--- config.mk ---
export PLATFORM = sky130hd
export DESIGN_NAME = if_fetch_unit_flat
export DESIGN_NICKNAME = d
export VERILOG_FILES = /design/src/rtl/ifu_pkg.sv /design/src/rtl/if_fetch_unit_if.sv /design/src/rtl/ifu_skid_buf.sv /design/src/rtl/if_fetch_unit.sv /design/src/flat_wrapper.sv
export SDC_FILE = /design/constraint.sdc
export NUM_CORES = 1
export LEC_CHECK = 0
export ABC_AREA = 1
export CORE_AREA = 2 2 130 132
export DETAILED_ROUTE_END_ITERATION = 8
export DIE_AREA = 0 0 132 134
export PLACE_DENSITY = 0.88
export SKIP_CTS_REPAIR_TIMING = 1
export SLEW_MARGIN = 30
export SYNTH_ARGS = -nofsm -noshare
export SYNTH_HDL_FRONTEND = slang
export SYNTH_SLANG_ARGS = --single-unit
--- constraint.sdc ---
create_clock -name clk -period 6.8 [get_ports clk]
set_clock_uncertainty 0.15 [all_clocks]
set_input_delay 0.68 -clock clk [delete_from_list [all_inputs] [get_ports clk]]
set_output_delay 0.68 -clock clk [all_outputs]
set_load 0.05 [all_outputs]
--- src/rtl/ifu_pkg.sv ---
// Shared constants and the fetch entry record for the instruction-fetch unit.
package ifu_pkg;

    localparam int          XLEN             = 32;
    localparam logic [31:0] NOP_INSTR        = 32'h0000_0013;
    localparam logic [31:0] DEFAULT_RESET_PC = 32'h0000_0000;

    typedef struct packed {
        logic [XLEN-1:0] instr;
        logic [XLEN-1:0] pc;
        logic            fault;
    } fetch_entry_t;

endpackage

--- src/rtl/if_fetch_unit_if.sv ---
// Instruction-memory, redirect and decode-handshake bundle of the fetch unit.
// id_fault exists only when IF_MISALIGN_TRAP_EN is defined.
interface if_fetch_unit_if #(
    parameter int XLEN = 32
);
    logic            imem_en;
    logic [XLEN-1:0] imem_addr;
    logic [XLEN-1:0] imem_rdata;
    logic            redirect_valid;
    logic [XLEN-1:0] redirect_pc;
    logic            id_ready;
    logic            id_valid;
    logic [XLEN-1:0] id_instr;
    logic [XLEN-1:0] id_pc;
    logic [XLEN-1:0] id_pc4;
`ifdef IF_MISALIGN_TRAP_EN
    logic            id_fault;
`endif

    modport master (
        output imem_en, imem_addr,
        input  imem_rdata,
        input  redirect_valid, redirect_pc,
        input  id_ready,
`ifdef IF_MISALIGN_TRAP_EN
        output id_fault,
`endif
        output id_valid, id_instr, id_pc, id_pc4
    );

    modport slave (
        input  imem_en, imem_addr,
        output imem_rdata,
        output redirect_valid, redirect_pc,
        output id_ready,
`ifdef IF_MISALIGN_TRAP_EN
        input  id_fault,
`endif
        input  id_valid, id_instr, id_pc, id_pc4
    );

endinterface

--- src/rtl/ifu_skid_buf.sv ---
// One-entry holding register catching a read response while decode stalls.
module ifu_skid_buf
    import ifu_pkg::*;
(
    input  logic         clk,
    input  logic         rstn,
    input  logic         i_flush,
    input  logic         i_load,
    input  logic         i_unload,
    input  fetch_entry_t i_entry,
    output logic         o_valid,
    output fetch_entry_t o_entry
);

    logic         r_valid_p1;
    fetch_entry_t r_entry_p1;

    // Load wins over unload so a same-cycle refill keeps the slot occupied.
    always_ff @(posedge clk) begin
        if (!rstn || i_flush) begin
            r_valid_p1 <= 1'b0;
        end else if (i_load) begin
            r_valid_p1 <= 1'b1;
        end else if (i_unload) begin
            r_valid_p1 <= 1'b0;
        end
    end

    always_ff @(posedge clk) begin
        if (i_load) begin
            r_entry_p1 <= i_entry;
        end
    end

    assign o_valid = r_valid_p1;
    assign o_entry = r_entry_p1;

endmodule

--- src/rtl/if_fetch_unit.sv ---
// Fetch stage: owns the PC, issues 1-cycle imem reads and feeds decode via valid/ready.
// Optional misaligned-redirect trap enabled by defining IF_MISALIGN_TRAP_EN.
module if_fetch_unit #(
    parameter int              XLEN     = 32,
    parameter logic [XLEN-1:0] RESET_PC = ifu_pkg::DEFAULT_RESET_PC
) (
    input logic             clk,
    input logic             rstn,
    if_fetch_unit_if.master ifu
);
    import ifu_pkg::*;

    logic [XLEN-1:0] r_pc_f;
    logic            r_inflight_p1;
    logic [XLEN-1:0] r_inflight_pc_p1;
    logic            r_id_vld_p2;
    fetch_entry_t    r_id_p2;

    fetch_entry_t    w_resp;
    fetch_entry_t    w_skid_q;
    logic            w_skid_vld;
    logic            w_deq;
    logic            w_out_free;
    logic            w_resp_vld;
    logic            w_skid_load;
    logic            w_skid_unload;
    logic            w_issue;
    logic            w_halt;
    logic [1:0]      w_occ;

`ifdef IF_MISALIGN_TRAP_EN
    logic            r_halt;
    logic            r_trap_pend;
    logic [XLEN-1:0] r_trap_pc;
    assign w_halt       = r_halt;
    assign ifu.id_fault = r_id_p2.fault;
`else
    logic            w_unused;
    assign w_halt   = 1'b0;
    assign w_unused = r_id_p2.fault | (|ifu.redirect_pc[1:0]);
`endif

    // Issue only while the output, skid and in-flight slots can absorb the result.
    assign w_occ      = 2'(r_id_vld_p2) + 2'(w_skid_vld) + 2'(r_inflight_p1);
    assign w_deq      = r_id_vld_p2 & ifu.id_ready;
    assign w_issue    = rstn & ~ifu.redirect_valid & ((w_occ - 2'(w_deq)) < 2'd2) & ~w_halt;
    assign w_out_free = ~r_id_vld_p2 | w_deq;
    assign w_resp_vld = r_inflight_p1 & ~ifu.redirect_valid;
    assign w_resp     = '{instr: ifu.imem_rdata, pc: r_inflight_pc_p1, fault: 1'b0};

    assign w_skid_unload = w_out_free & w_skid_vld & ~ifu.redirect_valid;
    assign w_skid_load   = w_resp_vld & ~(w_out_free & ~w_skid_vld);

    assign ifu.imem_en   = w_issue;
    assign ifu.imem_addr = r_pc_f;

    // Stage p0 -> p1: PC register and in-flight read tracking.
    always_ff @(posedge clk) begin
        if (!rstn) begin
            r_pc_f        <= RESET_PC;
            r_inflight_p1 <= 1'b0;
        end else if (ifu.redirect_valid) begin
            r_pc_f        <= {ifu.redirect_pc[XLEN-1:2], 2'b00};
            r_inflight_p1 <= 1'b0;
        end else begin
            r_inflight_p1 <= w_issue;
            if (w_issue) begin
                r_pc_f <= r_pc_f + XLEN'(4);
            end
        end
    end

    always_ff @(posedge clk) begin
        if (w_issue) begin
            r_inflight_pc_p1 <= r_pc_f;
        end
    end

`ifdef IF_MISALIGN_TRAP_EN
    always_ff @(posedge clk) begin
        if (!rstn) begin
            r_halt      <= 1'b0;
            r_trap_pend <= 1'b0;
        end else if (ifu.redirect_valid) begin
            r_halt      <= |ifu.redirect_pc[1:0];
            r_trap_pend <= |ifu.redirect_pc[1:0];
            r_trap_pc   <= ifu.redirect_pc;
        end else begin
            r_trap_pend <= 1'b0;
        end
    end
`endif

    ifu_skid_buf u_skid (
        .clk      (clk),
        .rstn     (rstn),
        .i_flush  (ifu.redirect_valid),
        .i_load   (w_skid_load),
        .i_unload (w_skid_unload),
        .i_entry  (w_resp),
        .o_valid  (w_skid_vld),
        .o_entry  (w_skid_q)
    );

    // Stage p1 -> p2: decode-facing output register; skid has priority over a fresh response.
    always_ff @(posedge clk) begin
        if (!rstn) begin
            r_id_vld_p2 <= 1'b0;
            r_id_p2     <= '{instr: NOP_INSTR, pc: '0, fault: 1'b0};
        end else if (ifu.redirect_valid) begin
            r_id_vld_p2 <= 1'b0;
`ifdef IF_MISALIGN_TRAP_EN
        end else if (r_trap_pend) begin
            r_id_vld_p2 <= 1'b1;
            r_id_p2     <= '{instr: NOP_INSTR, pc: r_trap_pc, fault: 1'b1};
`endif
        end else if (w_out_free) begin
            if (w_skid_vld) begin
                r_id_vld_p2 <= 1'b1;
                r_id_p2     <= w_skid_q;
            end else if (w_resp_vld) begin
                r_id_vld_p2 <= 1'b1;
                r_id_p2     <= w_resp;
            end else begin
                r_id_vld_p2 <= 1'b0;
            end
        end
    end

    assign ifu.id_valid = r_id_vld_p2;
    assign ifu.id_instr = r_id_p2.instr;
    assign ifu.id_pc    = r_id_p2.pc;
    assign ifu.id_pc4   = r_id_p2.pc + XLEN'(4);

endmodule

--- src/flat_wrapper.sv ---
// flat-port wrapper written by rule: the top's interface ports become plain ports
module if_fetch_unit_flat import ifu_pkg::*;
#(
    parameter int              XLEN     = 32,
    parameter logic [XLEN-1:0] RESET_PC = ifu_pkg::DEFAULT_RESET_PC
)
  (clk, rstn, ifu_imem_en, ifu_imem_addr, ifu_imem_rdata, ifu_redirect_valid, ifu_redirect_pc, ifu_id_ready, ifu_id_valid, ifu_id_instr, ifu_id_pc, ifu_id_pc4);
  if_fetch_unit_if #(.XLEN(XLEN)) ifu_i ();
  input logic clk;
  input logic rstn;
  output wire logic [$bits(ifu_i.imem_en)-1:0] ifu_imem_en;
  output wire logic [$bits(ifu_i.imem_addr)-1:0] ifu_imem_addr;
  input wire logic [$bits(ifu_i.imem_rdata)-1:0] ifu_imem_rdata;
  input wire logic [$bits(ifu_i.redirect_valid)-1:0] ifu_redirect_valid;
  input wire logic [$bits(ifu_i.redirect_pc)-1:0] ifu_redirect_pc;
  input wire logic [$bits(ifu_i.id_ready)-1:0] ifu_id_ready;
  output wire logic [$bits(ifu_i.id_valid)-1:0] ifu_id_valid;
  output wire logic [$bits(ifu_i.id_instr)-1:0] ifu_id_instr;
  output wire logic [$bits(ifu_i.id_pc)-1:0] ifu_id_pc;
  output wire logic [$bits(ifu_i.id_pc4)-1:0] ifu_id_pc4;
  assign ifu_imem_en = ifu_i.imem_en;
  assign ifu_imem_addr = ifu_i.imem_addr;
  assign ifu_i.imem_rdata = ifu_imem_rdata;
  assign ifu_i.redirect_valid = ifu_redirect_valid;
  assign ifu_i.redirect_pc = ifu_redirect_pc;
  assign ifu_i.id_ready = ifu_id_ready;
  assign ifu_id_valid = ifu_i.id_valid;
  assign ifu_id_instr = ifu_i.id_instr;
  assign ifu_id_pc = ifu_i.id_pc;
  assign ifu_id_pc4 = ifu_i.id_pc4;
  if_fetch_unit #(.XLEN(XLEN), .RESET_PC(RESET_PC)) u_core (.clk(clk), .rstn(rstn), .ifu(ifu_i));
endmodule
; Word-level counts from Yosys, hierarchy flattened
; Cells that the tools add are included.
[totals]
regBits = 195
input_bits = 68
output_inout_bits = 130
word_cells = 45
[classes]
n_addsub = 5
order_cmp = 1
muxes = 8
bitwise_logic = 14
reduce_logical = 7
[ops]
columns = cell, n
row1 = $mux 65, 2
row2 = $add 32x3->32 const B, 2
row3 = $mux 32, 2
row4 = $and 1x1->1, 8
row5 = $reduce_bool 2->1, 3
row6 = $not 1->1, 5
row7 = $mux 1, 4
row8 = $reduce_and 3->1, 1
row9 = $add 1x1->2, 1
row10 = $add 2x1->2, 1
row11 = $lt 2x2->1 const B, 1
row12 = $reduce_or 2->1, 1
row13 = $sub 2x1->2, 1
row14 = $logic_not 1->1, 1
row15 = $logic_or 1x1->1, 1
row16 = $or 1x1->1, 1

; Depth between registers and ports, before layout
[depth]
word_depth = 7
depth_mapped = 15
depth_no_buf = 14

; Hierarchy
; A second synthesis with hierarchy kept.
[hier_totals]
cells_unflattened = 1010
area_unflattened_um2 = 8799.7
[modules_own_cells]
columns = mod, instances, cells_per_inst, area_per_inst_um2, seq_area_each_um2
row1 = if_fetch_unit, 1, 938, 6800.3, 2822.7
row2 = ifu_skid_buf, 1, 72, 1999.4, 1971.9

; Worst setup path before layout
; OpenSTA, ideal clock, no wires.
[synth_timing]
path_type = reg-to-output
start = reg u_core.r_id_p2 (netlist bit u_core.ifu.id_pc[3])
end = out ifu_id_pc4[20]
t_arrival_ns = 2.521
required_ns = 5.970
path_slack_ns = 3.449
stages_incl_launch_ff = 9
path_buffers = 0
path_cell_list = dfxtp_1 ha_1 nand3_2 nor2_2 nand3_2 nor2_4 nand3_2 nor2_2 xor2_1
[synth_between]
elab_chain_len = 1
[synth_lines]
columns = item, line
row1 = "start, declared", if_fetch_unit.sv:17  ; fetch_entry_t r_id_p2;
row2 = "start signal, assigned", if_fetch_unit.sv:109  ; r_id_p2 <= '{instr: NOP_INSTR, pc: '0, fault: 1'b0};
row3 = "start signal, assigned", if_fetch_unit.sv:120  ; r_id_p2 <= w_skid_q;
row4 = "start signal, assigned", if_fetch_unit.sv:123  ; r_id_p2 <= w_resp;
row5 = $add 32x3->32, if_fetch_unit.sv:133  ; assign ifu.id_pc4 = r_id_p2.pc + XLEN'(4);
row6 = "end, declared", flat_wrapper.sv:20  ; output wire logic [$bits(ifu_i.id_pc4)-1:0] ifu_id_pc4;
; No other way between the ends.

; Worst setup path after layout
[layout_timing]
start = in ifu_id_ready
end = out ifu_imem_en
[layout_between]
elab_chain_len = 4
[layout_lines]
columns = item, line
row1 = "start, declared", flat_wrapper.sv:16  ; input wire logic [$bits(ifu_i.id_ready)-1:0] ifu_id_ready;
row2 = $and 1x1->1, if_fetch_unit.sv:45  ; assign w_deq = r_id_vld_p2 & ifu.id_ready;
row3 = $sub 2x1->2, if_fetch_unit.sv:46  ; assign w_issue = rstn & ~ifu.redirect_valid & ((w_occ - 2'(w_deq)) < 2'd2) & ~w_halt;
row4 = $lt 2x2->1, if_fetch_unit.sv:46
row5 = $and 1x1->1, if_fetch_unit.sv:46
row6 = "end, declared", flat_wrapper.sv:11  ; output wire logic [$bits(ifu_i.imem_en)-1:0] ifu_imem_en;
; No other way between the ends.

==> metrics.md <==
| Metric | Value |
|---|---|
| Status | `finished clean` |
| DR pass1 iterations | `7` |
| RePlAce Congestion | `0.888` |
| Antenna-violating nets left | `0` |
| Worst-path cell chain | `clkdlybuf4s50_1 -> nand2_1 -> inv_1 -> ha_1 -> inv_1 -> ha_1 -> nand2_1 -> inv_1 -> o21bai_1 -> nand3_2 -> inv_1 -> clkdlybuf4s50_1` |
| Simple-gate portion of the synthesized area | `21.2%` |
| Worst slack at placement | `2.63 ns` |
| H-tree depth | `4` |
| Register area share after synthesis | `53.1%` |
| Area leader, netlist | `edfxtp_1` |
| Grt ovf | `0` |
| Setup ws final | `2.60 ns` |
| Tot Pwr | `2600 uW` |
| Final setup viols | `0` |
| Netlist cell types | `38` |
| Crit path launch | `ifu_id_ready` |
| Yosys reg bits | `187` |
| Unrepaired setup endpoints after global routing | `false` |
| Routed Wire Length | `22300 microns` |
| CP max-delay cell | `clkdlybuf4s50_1` |
| Worst flop-to-flop path startpoint | `u_core.ifu.id_valid` |
| End of the critical path | `ifu_imem_en` |
| Cell mode on critical path | `inv_1` |
| Hold Path Class | `flop to flop` |
| Mux share of post-synthesis cell area | `0%` |
| Detailed-route via count | `7625` |
| CTS Buf Count | `17` |
| Clock sink count | `187` |
| Root buf cell | `clkbuf_16` |
| Diode count | `0` |
| Die area | `17700 sq um` |
| Starting Density | `54.0%` |
| Core ar. | `16300 sq um` |
| Synth Area in Compound Gates | `13.7%` |
| CTS tree | `yes` |
| Layout cells sized above 1 | `6.64%` |
| Worst path top cell family by delay | `buffers and inverters` |
| Worst skew pair latency | `0.44 ns` |
| Synthesized area per cell | `8.30 sq um` |
| First-pass GRT wire length | `35900 microns` |
| Vias per Instance | `5.24` |
| Post-layout min period | `4.20 ns` |
| WP buf/inv | `6` |
| Capturing point of the worst reg2reg path | `u_core.ifu.imem_addr[11]` |
| DRC errors left | `0` |
| WS Path Type | `input pin to primary output` |
| Reg2Reg Setup Slack | `4.01 ns` |
| Max stage delay on crit path | `0.82 ns` |
| Die Wd | `132 microns` |
| Port Buffers | `189` |
| DIE HEIGHT | `134 microns` |
| Nets | `1294` |
| Std-Cell Rows | `47` |
| Slew Limit Fails | `0` |
| Number of global-route vias before repair | `7097` |
| CP Launch Type | `input pin` |
| Pwr/cell area | `230 nW/um^2` |
| Multi-input gate area | `3400 sq um` |
| Final period utilization | `61.8%` |
| Leak | `0.00442 uW` |
| Crit path depth | `12` |
| Area share of fa/ha/maj cells after synthesis | `0.569%` |
| Syn Inst Count | `1059` |
| TNS Setup | `0 ns` |
| Reg area | `4670 sq um` |
| Combinational family with the most area after synthesis | `simple AND/OR/NAND/NOR gates` |
| XOR/XNOR share of the synthesized area | `2.89%` |
| Synth warnings | `0` |
| Io pins | `198` |
| Crit path arrival time | `3.37 ns` |
| Slew @ Worst Pin | `0.812 ns` |
| WL per Instance | `15.3 microns` |
| Clk pin slew, worst setup/hold paths | `0.07 ns` |
| DR iter-0 viols | `646` |
| Final hold viol count | `0` |
| Worst reg-to-reg path cell count | `15` |
| F_max | `238 MHz` |
| CP Capture Type | `primary output` |
| Max_cap viols | `0` |
| Top-area cell type share of the netlist area | `31.4%` |
| Clk buf depth | `2` |
| Commonest non-fill, non-tap cell in the layout | `clkdlybuf4s50_1` |
| WP data required | `5.97 ns` |
| Pin count of the biggest net entering global routing | `119` |
| Crit path max fanout | `12` |
| Worst VDD drop | `200 uV` |
| Gr usage total | `25.2%` |
| Antenna violations before repair | `0` |
| Max transition margin | `45.9%` |
| Commonest non-fill, non-tap cells in the layout | `clkdlybuf4s50_1, nand2_1, nor2_1, a21oi_1, inv_1` |
| Top cells by area, synth | `edfxtp_1, dfxtp_1, a21oi_1, nand2_1, nor2_1` |
| Fill count | `1297` |
| DPL Wire Length | `15400 microns` |
| Post-Syn Area | `8790 sq um` |
| Area Growth Syn to Fin | `28.7%` |
worst min-delay path by stage:
| stage | start | end | depth (start not counted) |
|---|---|---|---|
| CTS | u_core.r_inflight_pc_p1[22] | u_core.u_skid.o_entry[23] | 0 |
| finish | u_core.r_inflight_pc_p1[22] | u_core.u_skid.o_entry[23] | 0 |
| detailed placement | u_core.r_inflight_pc_p1[10] | u_core.u_skid.o_entry[11] | 0 |
| global placement | u_core.r_inflight_pc_p1[5] | u_core.u_skid.o_entry[6] | 0 |
| floorplan | u_core.r_inflight_pc_p1[9] | u_core.u_skid.o_entry[10] | 0 |
| global route | u_core.r_inflight_pc_p1[21] | u_core.u_skid.o_entry[22] | 0 |
area by class of cell:
type,instances,area share [%]
repair buffers,194,17.0
multi-input cells,699,30.1
flip-flops and latches,187,41.3
clock buffers,20,4.23
clock inverters,12,0.885
well taps,220,2.43
inverters,123,4.13
stage by stage:
stage | cells | instance area [sq um] | hold WS [ns] | util (%)
finish | 1455 | 11300 | 0.299 | 69.4
global route | 1455 | 11300 | 0.309 | 69.4
CTS | 1455 | 11300 | 0.304 | 69.4
detailed placement | 1423 | 10700 | 0.285 | 65.9
global placement | 1423 | 10700 | 0.280 | 65.9
floorplan | 1064 | 8810 | 0.276 | -
sequential cells by signal, summed over array words and instances (netlist names):
register / cells
u_core.u_skid.o_entry: 62
u_core.ifu.id_instr: 32
u_core.ifu.id_pc: 30
u_core.ifu.imem_addr: 30
u_core.r_inflight_pc_p1: 30
u_core.ifu.id_valid: 1
u_core.r_inflight_p1: 1
u_core.u_skid.o_valid: 1
per-layer routing:
metal,track usage (%),wire (microns),up-vias
met4,9.00,416,0
met1,33.6,9810,3453
li1,-,-,3815
met2,40.6,10300,323
met3,5.97,1760,34
met5,0,0,-
report_power, final:
part	total [uW]	internal, uW	switching (uW)	leakage [uW]
Clock	967	520	447	0.000291
Combinational	369	131	237	0.00251
Sequential	1270	1220	47.3	0.00162
logic make-up after synthesis:
logic type,after synthesis
AO/OA/AOI/OAI,237
XOR/XNOR,29
adder cells (fa/ha/maj),4
buffers and inverters,178
flip-flops,187
other,1
AND/OR/NAND/NOR,423
Yosys cell counts:
cell type / count
clkbuf_2: 1
inv_2: 4
nand2_4: 4
nor2_4: 5
o211ai_1: 4
xnor2_1: 8
buf_6: 3
inv_1: 118
or2_1: 1
nor3_4: 1
nand2_1: 163
nor2_2: 12
buf_1: 4
buf_4: 7
nor4_1: 5
edfxtp_1: 92
a21oi_1: 151
a31oi_1: 1
xor2_1: 21
ha_1: 4
nand3_1: 43
nand3_2: 5
o211a_1: 1
a21boi_0: 1
inv_4: 1
conb_1: 1
nor2_1: 151
o21bai_1: 1
buf_2: 18
dfxtp_1: 95
or2_2: 6
clkbuf_1: 22
nand3b_1: 2
o21ai_0: 65
nand2_2: 3
o21ai_1: 13
nand4_1: 10
nor3_1: 12
Power figures use the tool's default switching activity.
